$ cat src/rtl/seg7_scan_driver.sv
// seg7_scan_driver: time-multiplexed driver for NUM_DIGITS seven-segment digits.
// A shadow register collects updates from the datapath. The shadow is copied into
// the display register only at a slot boundary, so a digit never changes while lit.
// One digit is decoded per scan slot. The digit enables stay off for BLANK_CYCLES
// at the start of each slot, which prevents ghosting between neighbouring digits.
module seg7_scan_driver #(
   parameter int unsigned NUM_DIGITS     = 4,
   parameter int unsigned REFRESH_DIV    = 1000,
   parameter int unsigned BLANK_CYCLES   = 2,
   parameter bit          SEG_ACTIVE_LOW = 1'b1,
   parameter bit          AN_ACTIVE_LOW  = 1'b1
) (
   input  logic                    clk,
   input  logic                    rst_n,
   input  logic                    load,
   input  logic [4*NUM_DIGITS-1:0] bcd_in,
   input  logic [NUM_DIGITS-1:0]   dp_in,
   input  logic                    lz_en,
   output logic [6:0]              seg,
   output logic                    dp,
   output logic [NUM_DIGITS-1:0]   an,
   output logic                    upd_pending
);

   localparam int unsigned CNT_W = (REFRESH_DIV > 1) ? $clog2(REFRESH_DIV) : 1;
   localparam int unsigned IDX_W = (NUM_DIGITS > 1) ? $clog2(NUM_DIGITS) : 1;
   localparam logic [CNT_W-1:0]        SLOT_LAST  = CNT_W'(REFRESH_DIV - 1);
   localparam logic [IDX_W-1:0]        IDX_LAST   = IDX_W'(NUM_DIGITS - 1);
   localparam logic [CNT_W:0]          BLANK_END  = (CNT_W + 1)'(BLANK_CYCLES);
   localparam logic [4*NUM_DIGITS-1:0] BLANK_WORD = '1;

   logic [CNT_W-1:0]        slot_cnt;
   logic [IDX_W-1:0]        idx;
   logic                    tick;
   logic [4*NUM_DIGITS-1:0] shadow_bcd;
   logic [NUM_DIGITS-1:0]   shadow_dp;
   logic [4*NUM_DIGITS-1:0] disp_bcd;
   logic [NUM_DIGITS-1:0]   disp_dp;

   logic [3:0]              cur_bcd;
   logic                    cur_dp;
   logic                    cur_supp;
   logic                    zero_above;
   logic [6:0]              seg_dec;
   logic [NUM_DIGITS-1:0]   an_nxt;

   logic [6:0]              seg_lit;
   logic                    dp_lit;
   logic [NUM_DIGITS-1:0]   an_on;

   assign tick = (slot_cnt == SLOT_LAST);

   // Slot timing: count cycles within a slot and advance the digit index on each tick
   always_ff @(posedge clk or negedge rst_n) begin
      if (!rst_n) begin
         slot_cnt <= '0;
         idx      <= '0;
      end else if (tick) begin
         slot_cnt <= '0;
         idx      <= (idx == IDX_LAST) ? '0 : idx + IDX_W'(1);
      end else begin
         slot_cnt <= slot_cnt + CNT_W'(1);
      end
   end

   // Update handshake: a load arriving on a tick goes straight to the display
   always_ff @(posedge clk or negedge rst_n) begin
      if (!rst_n) begin
         shadow_bcd  <= BLANK_WORD;
         shadow_dp   <= '0;
         disp_bcd    <= BLANK_WORD;
         disp_dp     <= '0;
         upd_pending <= 1'b0;
      end else if (load && tick) begin
         disp_bcd    <= bcd_in;
         disp_dp     <= dp_in;
         upd_pending <= 1'b0;
      end else if (load) begin
         shadow_bcd  <= bcd_in;
         shadow_dp   <= dp_in;
         upd_pending <= 1'b1;
      end else if (tick && upd_pending) begin
         disp_bcd    <= shadow_bcd;
         disp_dp     <= shadow_dp;
         upd_pending <= 1'b0;
      end
   end

   // Current digit select with leading-zero detection, scanning from the most significant digit down
   always_comb begin
      cur_bcd    = '0;
      cur_dp     = 1'b0;
      cur_supp   = 1'b0;
      zero_above = 1'b1;
      for (int unsigned k = 0; k < NUM_DIGITS; k++) begin
         zero_above = zero_above && (disp_bcd[4*(NUM_DIGITS-1-k) +: 4] == 4'd0);
         if (idx == IDX_W'(NUM_DIGITS - 1 - k)) begin
            cur_bcd  = disp_bcd[4*(NUM_DIGITS-1-k) +: 4];
            cur_dp   = disp_dp[NUM_DIGITS-1-k];
            cur_supp = lz_en && (k != NUM_DIGITS - 1) && zero_above;
         end
      end
   end

   // BCD to lit-level segment pattern {g,f,e,d,c,b,a}; codes above 9 are blank
   always_comb begin
      seg_dec = 7'h00;
      case (cur_bcd)
         4'd0:    seg_dec = 7'h3F;
         4'd1:    seg_dec = 7'h06;
         4'd2:    seg_dec = 7'h5B;
         4'd3:    seg_dec = 7'h4F;
         4'd4:    seg_dec = 7'h66;
         4'd5:    seg_dec = 7'h6D;
         4'd6:    seg_dec = 7'h7D;
         4'd7:    seg_dec = 7'h07;
         4'd8:    seg_dec = 7'h7F;
         4'd9:    seg_dec = 7'h6F;
         default: seg_dec = 7'h00;
      endcase
   end

   // Digit enable: one-hot on idx once the blanking window of the slot has passed
   always_comb begin
      an_nxt = '0;
      if ({1'b0, slot_cnt} >= BLANK_END) begin
         for (int unsigned k = 0; k < NUM_DIGITS; k++) begin
            an_nxt[k] = (idx == IDX_W'(k));
         end
      end
   end

   // Output registers hold the lit-level values; pin polarity is applied after them
   always_ff @(posedge clk or negedge rst_n) begin
      if (!rst_n) begin
         seg_lit <= '0;
         dp_lit  <= 1'b0;
         an_on   <= '0;
      end else begin
         seg_lit <= cur_supp ? 7'h00 : seg_dec;
         dp_lit  <= cur_dp;
         an_on   <= an_nxt;
      end
   end

   assign seg = SEG_ACTIVE_LOW ? ~seg_lit : seg_lit;
   assign dp  = SEG_ACTIVE_LOW ? ~dp_lit  : dp_lit;
   assign an  = AN_ACTIVE_LOW  ? ~an_on   : an_on;

endmodule

$ cat config.mk
export PLATFORM = sky130hd
export DESIGN_NAME = seg7_scan_driver
export DESIGN_NICKNAME = d
export VERILOG_FILES = /design/src/rtl/seg7_scan_driver.sv
export SDC_FILE = /design/constraint.sdc
export NUM_CORES = 1
export LEC_CHECK = 0
export CAP_MARGIN = 25
export CORE_AREA = 2 2 122 77
export CTS_BUF_LIST = sky130_fd_sc_hd__clkbuf_8
export CTS_CLUSTER_DIAMETER = 200
export DETAILED_ROUTE_END_ITERATION = 12
export DIE_AREA = 0 0 124 79
export PLACE_DENSITY = 0.66
export SLEW_MARGIN = 20
export SYNTH_ARGS = -nofsm -noshare
export SYNTH_HDL_FRONTEND = slang
export SYNTH_SLANG_ARGS = --single-unit
$ cat constraint.sdc
create_clock -name clk -period 6.7 [get_ports clk]
set_input_delay 1.34 -clock clk [delete_from_list [all_inputs] [get_ports clk]]
set_output_delay 1.34 -clock clk [all_outputs]
set_load 0.01 [all_outputs]
Yosys cells after proc, flatten, opt, wreduce, memory -nomap -nowiden
Memory sizes are Yosys's and may differ from the RTL's.
Cells that the tools add are included.

storage, ports and cells
  bits in read-only memories = 112
  flip-flop bits (word level) = 65
  word-level logic and storage cells = 63
  memories kept = 1
  input bits = 24

cells by class
  muxes and demuxes = 25
  order comparisons = 1
  reductions and logical operators = 15
  $add $sub $neg = 2
  equal/unequal tests = 5
  bitwise operators = 4

memories
  name             depth  bits a word  read ports  clocked after memory_dff  write ports  RTL line  source
  (no name shown)  16     7            1           0                         0            108       case (cur_bcd)

operator list
  kind                                                                 count
  2-to-1 mux 16 bit                                                    3
  2-to-1 mux 4 bit                                                     8
  zero test 4 bit                                                      3
  2-to-1 mux 1 bit                                                     11
  adder 10 x 1 -> 10 bit (second input constant)                       1
  == test 10 bit (second input constant)                               1
  greater-or-equal comparator 10 x 2 -> 1 bit (second input constant)  1
  2-to-1 mux 10 bit                                                    1
  logical AND 1 bit                                                    7
  2-to-1 mux 7 bit                                                     1
  NOT 7 bit                                                            1
  == test 2 bit (second input constant)                                2
  NOT 4 bit                                                            1
  AND reduction 2 bit                                                  2
  nonzero test 3 bit                                                   1
  adder 2 x 1 -> 2 bit (second input constant)                         1
  == test 2 x 1 -> 1 bit (second input constant)                       1
  zero test 2 bit                                                      1
  2-to-1 mux 2 bit                                                     1
  inequality test 2 x 1 -> 1 bit (second input constant)               1
  NOT 1 bit                                                            2
  nonzero test 2 bit                                                   1

Depth between registers and ports, before layout
Gate-level depths: netlist (run 1).

  depth after elaboration = 7
  depth in mapped cells = 11

Least setup slack after synthesis (run 1)
OpenSTA, ideal clock, no wires.

  path type = register to register
  start point = register idx[0]
  end point = register seg_lit[3]
  data required time = 6,636 ps
  data arrival time = 2,282 ps
  setup time = 64 ps
  cell stages (with the launch flop) = 12
  slack = 4,354 ps
  cell sequence = dfrtp_1 -> inv_1 -> ha_1 -> clkbuf_1 -> nand2_1 -> o211ai_1 -> o221ai_1 -> inv_1 -> ha_1 -> or3_1 -> a21oi_1 -> o21a_1

between the ends
  word-level cells in the longest chain between the ends = 7
  elaborated cells between the ends (all ways) = 14
  classes of those cells = eq/ne: 3; mux: 9; reduce/logical: 1; memory: 1

ends and longest elaborated chain
  item                           RTL line  source
  start: declaration             33        logic [IDX_W-1:0] idx;
  start signal: assignment       60        idx <= (idx == IDX_LAST) ? '0 : idx + IDX_W'(1);
  == test 2 bit                  97        if (idx == IDX_W'(NUM_DIGITS - 1 - k)) begin
  2-to-1 mux 4 bit (4 in a row)  97
  memory (16 x 7 bit)            -
  2-to-1 mux 7 bit (*)           140       seg_lit <= cur_supp ? 7'h00 : seg_dec;
  end signal: assignment         140
  end: declaration               47        logic [6:0] seg_lit;

Every way passes the cells marked *; elsewhere a longest branch is shown, timed or not.
A chain may end at the register's enable or synchronous reset.

Worst setup path in the final report (run 1)
  start point = register upd_pending
  end point = output port upd_pending

RTL lines
  item                      RTL line  source
  start: declaration        22        output logic upd_pending
  start signal: assignment  73        upd_pending <= 1'b0;
  start signal: assignment  77        upd_pending <= 1'b0;
  start signal: assignment  81        upd_pending <= 1'b1;

No word-level cell between the ends.

==> results of run 1 <==
[final timing paths]
path | startpoint | end | slack, ns | cells past startpoint
hold reg to reg | disp_bcd[0]$_DFFE_PN1P_ | disp_bcd[0]$_DFFE_PN1P_ | 0.48 | 2
hold / removal | disp_bcd[0]$_DFFE_PN1P_ | disp_bcd[0]$_DFFE_PN1P_ | 0.48 | 2
min in group asynchronous | rst_n | slot_cnt[5]$_DFF_PN0_ | 1.15 | 2
setup / recovery | upd_pending$_DFFE_PN0P_ | upd_pending | 3.46 | 1
max in group asynchronous | rst_n | disp_dp[3]$_DFFE_PN0P_ | 5.00 | 2
setup reg to reg | idx[0]$_DFFE_PN0P_ | seg_lit[3]$_DFF_PN0_ | 3.97 | 9
[sequential cells by signal, summed over array words and instances (netlist names)]
| name | cells |
|---|---|
| an_on | 4 |
| disp_bcd | 16 |
| seg_lit | 7 |
| shadow_bcd | 16 |
| shadow_dp | 4 |
| dp_lit | 1 |
| idx | 2 |
| slot_cnt | 10 |
| upd_pending | 1 |
| disp_dp | 4 |
[metrics by stage]
stage | util | power, W | area, um2 | worst slack [ns]
2_1_floorplan | - | 0.000497 | 3360 | 4.35
3_3_place_gp | 0.430 | 0.000536 | 3780 | 3.44
3_5_place_dp | 0.430 | 0.000538 | 3780 | 3.34
4_1_cts | 0.452 | 0.000865 | 3970 | 3.43
5_1_grt | 0.452 | 0.000897 | 3970 | 3.36
6_report | 0.452 | 0.000854 | 3970 | 3.46
[cells in the final DEF, fill, tap and decap left out, types with 2 or more instances in the layout]
cell | Yosys | routed
nor4_1 | 5 | 5
nand3_1 | 10 | 10
xnor2_1 | 4 | 4
and3_1 | 3 | 3
a21oi_1 | 12 | 12
mux2_4 | 20 | 20
o22ai_1 | 7 | 7
o21ai_0 | 22 | 22
clkdlybuf4s50_1 | 0 | 35
dfrtp_1 | 33 | 33
nand2_1 | 35 | 35
nand2b_1 | 2 | 2
or3_1 | 4 | 4
a21boi_0 | 2 | 2
dfstp_2 | 32 | 32
nor3_1 | 3 | 3
o211ai_1 | 3 | 3
clkbuf_8 | 0 | 10
a21o_1 | 2 | 2
xor2_1 | 3 | 3
nor2_1 | 14 | 14
clkinv_2 | 0 | 2
and2_1 | 19 | 19
buf_4 | 0 | 2
o221ai_1 | 3 | 3
ha_1 | 11 | 11
a31oi_1 | 17 | 17
nand3b_1 | 2 | 2
inv_1 | 19 | 22
o21a_1 | 3 | 3
[where the power goes]
part / switching (W) / internal (W)
Combinational: 0.0000399 / 0.0000526
Sequential: 0.0000131 / 0.000425
Clock: 0.000147 / 0.000177
Total: 0.000200 / 0.000654
[worst register-to-register path: stages, from the launching register on]
cell      delay [ns]
dfrtp_1         0.40
inv_1           0.09
ha_1            0.27
nand2b_1        0.26
o221ai_1        0.52
inv_1           0.15
ha_1            0.30
or3_1           0.39
a21oi_1         0.16
o21a_1          0.13
[layer usage]
layer | track usage | vias to the layer above
met2 | 0.215 | 56
met5 | 0 | -
li1 | - | 1188
met1 | 0.231 | 1155
met4 | 0.0573 | 0
met3 | 0.0546 | 7
[cell families after synthesis]
logic type	share of synthesized area
xor gates and xnor gates	0.0182
DFF	0.496
buffers and inverters	0.0502
adders and majority gates	0.0409
muxes	0.0893
AOI/OAI and AO/OA	0.145
and+or+nand+nor	0.161
[layout make-up]
type	instances	area (um2)	area share
timing repair buffer	38	370	0.0933
tap	116	145	0.0366
clock buffer	10	138	0.0347
multi-input combinational	220	1530	0.385
inverter	19	71.3	0.0180
sequential	65	1670	0.420
clock inverter	6	51.3	0.0129
==> flow_results.org, run 1 <==
** Status
- Status :: finished, final reports clean

** Pwr
- Across the VDD grid, the largest voltage drop is 0.000123 V.
- Leakage power :: 1.71 nW
- For this design the ratio of total power to cell area is 215 mW/mm2.

** Final layout
- Layout Area Growth over Synthesis :: 18.0%
- Counting the fill cells in the layout gives 839.
- Of the cells placed in the final design, the portion with a size suffix greater than 1 is 0.207.
- Post-layout instance count excluding filler cells :: 474
- Inserted Diodes :: 0
- In the final design database the tool counted 388 nets.

** Floorplanning
- The initial utilization of the core area, before any placement, comes to 0.383.
- In this run the vertical extent of the chip is 79 um.
- FP Rows :: 27
- Boundary Pins :: 37
- Horiz. Die Dim :: 124 um
- Core footprint :: 0.00878 mm2
- Area enclosed by the die boundary :: 0.00980 mm2

** Timing
- Hold timing on the final database bottoms out at a slack of 0.485 ns.
- Finish-stage setup viols :: 0
- Based on the critical path, the design can be clocked at up to 309 MHz.
- Adding up every negative setup slack in the final design gives 0 ns.
- Setup repair after global routing left no endpoint under its margin.
- The hold violation total from the final report is 0.
- Fin Clk Skew :: 0.00933 ns
- The clock period could shrink to 3.24 ns.
- Max-slew violation count :: 0
- For the pin with the worst max-slew slack, the measured transition is 0.818 ns.
- Crit share post-route :: 0.484
- Worst slew margin :: 0.455

** Global routing
- The via count of the first global-routing pass is 2388.
- The first global-routing pass estimated 11800 um of wire.
- In the global route stage, overall resource usage came out at 0.159.
- Largest net degree at the start of global routing :: 66
- Number of antenna violations at the first check in global routing :: 0
- Global routing finished with a remaining overflow of 0.

** Routing
- Wire segments on met3 add up to 402 um in the final route.
- Router iterations before antenna repair :: 4
- Metal-1 WL :: 3540 um
- In the detailed route, the total length drawn on met2 is 2840 um.
- # DRC :: 0
- Routed wire length :: 6870 um
- DR WL/cell :: 14.5 um
- Once detail routing completed, the nets flagged for antenna violations numbered 0.
- Number of design-rule violations left by the first detailed-router iteration :: 134
- Vias :: 2406
- After detailed routing, no signal wire sits above met4.
- Via-to-Cell Ratio :: 5.08

** Worst setup path
- Worst EP arrival :: 1.90 ns
- The critical path in this run is classified as reg -> out.
- For the worst setup path, the data required time is 5.36 ns.
- STA classifies the critical path startpoint as a flop.
- CP Max Fanout :: 25
- Traced cell by cell, the critical path runs through clkdlybuf4s50_1.
- On the worst path, the slowest cell contributes a delay of 0.87 ns.
- The number of buffers and inverters on the critical path is 1.
- Among all stages on the critical path, the largest delay is contributed by dfrtp_1.
- Crit. End Element :: primary output
- Largest delay share family, worst path :: flip-flops

** Yosys
- nand2_1 is the most common cell in the netlist.
- The synthesized design contains 0 enable-type register cells.
- Cell type with the largest total area after synthesis :: dfstp_2
- The commonest cells after synthesis are nand2_1 (35), dfrtp_1 (33), dfstp_2 (32).
- After technology mapping, the gate count stands at 319.
- Of the post-synthesis cell area, the dominant cell type holds 0.250.
- The number of nets handed over by synthesis was 354.
- For this run, the number of Yosys warnings is 0.
- Of all flip-flops after synthesis, the portion carrying an async set or reset was 1.00.
- For this run, the leading register cell type out of synthesis is dfrtp_1.
- Mapped cell area :: 0.00336 mm2
- The share of the Yosys chip area taken by registers is 0.496.
- Each instance of the synthesized netlist takes up on average 10.5 um2.
- Flops & latches, synth :: 65
- Largest cells by area after synthesis :: dfstp_2 (25%), dfrtp_1 (25%), mux2_4 (8.9%)
- Yosys mapped the design onto 44 distinct sky130hd cell types.

** Clock network
- The clock drives 65 sinks.
- Clock network latency to the later pin of the worst-skew pair :: 0.35 ns
- Post-CTS clock slew at the launch and capture registers of the worst setup and hold paths :: 0.07 ns
- The clock tree synthesis step divided the H-tree into 3 levels.
- The cell sitting at the root of the clock tree is a clkbuf_8.
- Deepest clock path buffer count :: 2
- Buffer count from post-CTS setup fixing :: 0
- TritonCTS Buffers :: 9
- TritonCTS built the clock tree.
- Number of hold buffers added after cts :: 0
- Number of gates given a new drive strength after cts :: 0

** Placed design
- Placed instance count :: 458
- At the end of routability-driven placement, the weighted congestion stood at 0.778.
- Placed wire-length estimate :: 4750 um
- Number of buffers added on ports :: 36

** Worst hold path
- The tightest min-delay check is of the reg -> reg type.

** Run
- The tool flagged a number of max-cap violations equal to 0.
Power figures use the tool's default switching activity.
==> run 2: changes to the inputs <==
==> constraint.sdc (replaced) <==
create_clock -name clk -period 3.34 [get_ports clk]
set_input_delay 0.668 -clock clk [delete_from_list [all_inputs] [get_ports clk]]
set_output_delay 0.668 -clock clk [all_outputs]
set_load 0.01 [all_outputs]
==> flow_results.org, run 2 (same netlist as run 1, synthesis figures left out) <==
** Routing
- # DRC :: 0
- Router iterations before antenna repair :: 5
- Via-to-Cell Ratio :: 5.19
- DR WL/cell :: 15.1 um
- The detailed router placed 2483 vias in this run.
- In this run the remaining antenna-violating nets after routing total 0.
- The detailed router finished its first iteration with 187 violations.
- After detailed routing, the total wire length is 7220 um.

** Final layout
- Fill cells in the final layout number 845.
- Fraction of layout instances using a drive strength above 1 :: 0.218
- Relative to the synthesized area, the layout overhead comes to 19.2%.
- For this run, the post-layout net count is 392.
- Largest registers :: disp_bcd x16, shadow_bcd x16, slot_cnt x10
- Most used cells in the layout excluding fill and tap cells :: nand2_1 (35), clkdlybuf4s50_1 (35), dfrtp_1 (33)
- Summing all multi-input logic gate instances after layout gives 0.00153 mm2.
- Flip-flop and latch area :: 0.00167 mm2
- Inserted Diodes :: 0

** Global routing
- The layer flagged by global routing as most heavily used is met1.
- After global routing the overflow that remains totals 0.
- Met1 track utilization from global routing :: 0.235
- Across every metal layer, demand over resource in global routing totals 0.162.
- The via count of the first global-routing pass was 2380.
- The first global-routing pass estimated 12000 um of wire.
- Met2 Track Usage GR :: 0.223
- Number of antenna violations at the first check in global routing :: 0
- Entering global routing, the biggest net connects 43 pins.
- For met3 alone, demand over resource in global routing was 0.0618.

** Pwr
- The worst-case IR drop observed on VDD is 0.000234 V.
- Ratio of total power to cell area :: 433 mW/mm2
- Leakage power :: 1.73 nW

** Floorplanning
- The floorplan step defined a die boundary enclosing 0.00980 mm2.
- Die height :: 79 um
- Initial cell density of the core :: 0.383
- The initialized floorplan defines 27 standard-cell rows.
- Core footprint :: 0.00878 mm2
- Horiz. Die Dim :: 124 um
- Boundary Pins :: 37

** Clock network
- Post-CTS repair changed the size of 0 cells.
- Buffer count from post-CTS setup fixing :: 0
- TritonCTS created 9 clock buffers.
- Number of hold buffers added after cts :: 0
- Clock-pin slew was measured on the worst setup and hold paths at 0.07 ns.
- TritonCTS built the clock tree.
- Deepest clock path buffer count :: 2
- The H-tree was split into 3 levels.
- The later pin in the worst-skew pair is clocked with a latency of 0.36 ns.
- For this design, the sink count on the clock tree is 65.
- Root buf cell :: clkbuf_8

** Timing
- Finish-stage setup viols :: 0
- In the finished design, the share of the clock period the worst path needs comes to 0.809.
- Maximum achievable frequency :: 370 MHz
- Max-slew violation count :: 0
- At the pin with the least slew margin, the transition time is 0.653 ns.
- Fin Clk Skew :: 0.00841 ns
- In the post-route analysis, the smallest setup slack over all paths is 0.637 ns.
- Post-route setup TNS :: 0 ns
- Final number of hold-violating endpoints :: 0
- Counting I/O delays and the setup requirement, the final critical path takes 2.70 ns.
- Worst slew margin :: 0.564
- Unrepaired setup endpoints after global routing :: no

** Worst setup path
- Following the worst setup path forward leads to its endpoint at seg_lit[3]$_DFF_PN0_.
- In this run the register-to-register setup slack is 0.64 ns.
- RR Endpoint :: seg_lit[3]$_DFF_PN0_
- Crit. End Element :: flop
- Reg2reg path depth :: 9
- The worst setup path is launched from a flop.
- CP Max Fanout :: 7
- Required time of the critical path :: 3.63 ns
- In this run the critical register-to-register path is launched from idx[0]$_DFFE_PN0P_.
- The critical path in this run is classified as reg -> reg.
- Launch point of the critical path :: idx[0]$_DFFE_PN0P_
- For the worst setup path, the data arrival time is 3.00 ns.

** Run
- Across the run, the number of max-cap violations was 0.

** Status
- The flow ran to the end, and the final reports show no timing, DRC or antenna violations.

** Placed design
- Detailed placement finished with a half-perimeter wire length of 5160 um.
- The count of buffers added on input and output ports is 36.
- Worst slack, placed :: 0.714 ns
- Routability cong. :: 0.895

** Worst hold path
- Min-delay worst type :: in -> async
[run 2: worst min path at each step]
stage                            startpoint  slack (ns)  cells past startpoint                      end
floorplan                             rst_n        0.37                      0       an_on[0]$_DFF_PN0_
global placement    disp_bcd[1]$_DFFE_PN1P_        0.48                      2  disp_bcd[1]$_DFFE_PN1P_
detailed placement  disp_bcd[1]$_DFFE_PN1P_        0.47                      2  disp_bcd[1]$_DFFE_PN1P_
CTS                                   rst_n        0.30                      2    slot_cnt[7]$_DFF_PN0_
global route                          rst_n        0.31                      2    slot_cnt[5]$_DFF_PN0_
finish                                rst_n        0.30                      2    slot_cnt[7]$_DFF_PN0_
[run 2: per-layer routing]
metal / up-vias / routed length (um)
met5: - / 0
met4: 0 / 83
met3: 11 / 508
met2: 77 / 2970
met1: 1195 / 3660
li1: 1200 / -
[run 2: area by class of cell]
type | count | area share
flip-flops and latches | 65 | 0.416
multi-input cells | 220 | 0.381
repair buffers | 42 | 0.0998
clock buffers | 11 | 0.0378
well taps | 116 | 0.0362
inverters | 19 | 0.0178
clock inverters | 5 | 0.0119
[run 2: report_power, final]
| group | leakage [nW] | total (W) | internal [W] | switching, W |
|---|---|---|---|---|
| combinational | 0.871 | 0.000190 | 0.000107 | 0.0000827 |
| clock | 0.112 | 0.000667 | 0.000377 | 0.000290 |
| sequential | 0.742 | 0.000879 | 0.000853 | 0.0000261 |
[run 2: per-stage QoR]
stage / std cells / area (um2) / total power, W / util / hold WS [ns]
2_1_floorplan: 319 / 3360 / 0.000996 / - / 0.372
3_3_place_gp: 462 / 3810 / 0.00108 / 0.434 / 0.477
3_5_place_dp: 462 / 3810 / 0.00108 / 0.434 / 0.472
4_1_cts: 478 / 4010 / 0.00176 / 0.457 / 0.298
5_1_grt: 478 / 4010 / 0.00183 / 0.457 / 0.309
6_report: 478 / 4010 / 0.00174 / 0.457 / 0.301
[run 2: critical path, stage by stage (launching register included)]
cell      delay [ns]
dfrtp_1         0.41
inv_1           0.10
ha_1            0.27
nand2b_1        0.25
o221ai_1        0.51
inv_1           0.14
ha_1            0.30
or3_1           0.38
a21oi_1         0.16
o21a_1          0.12
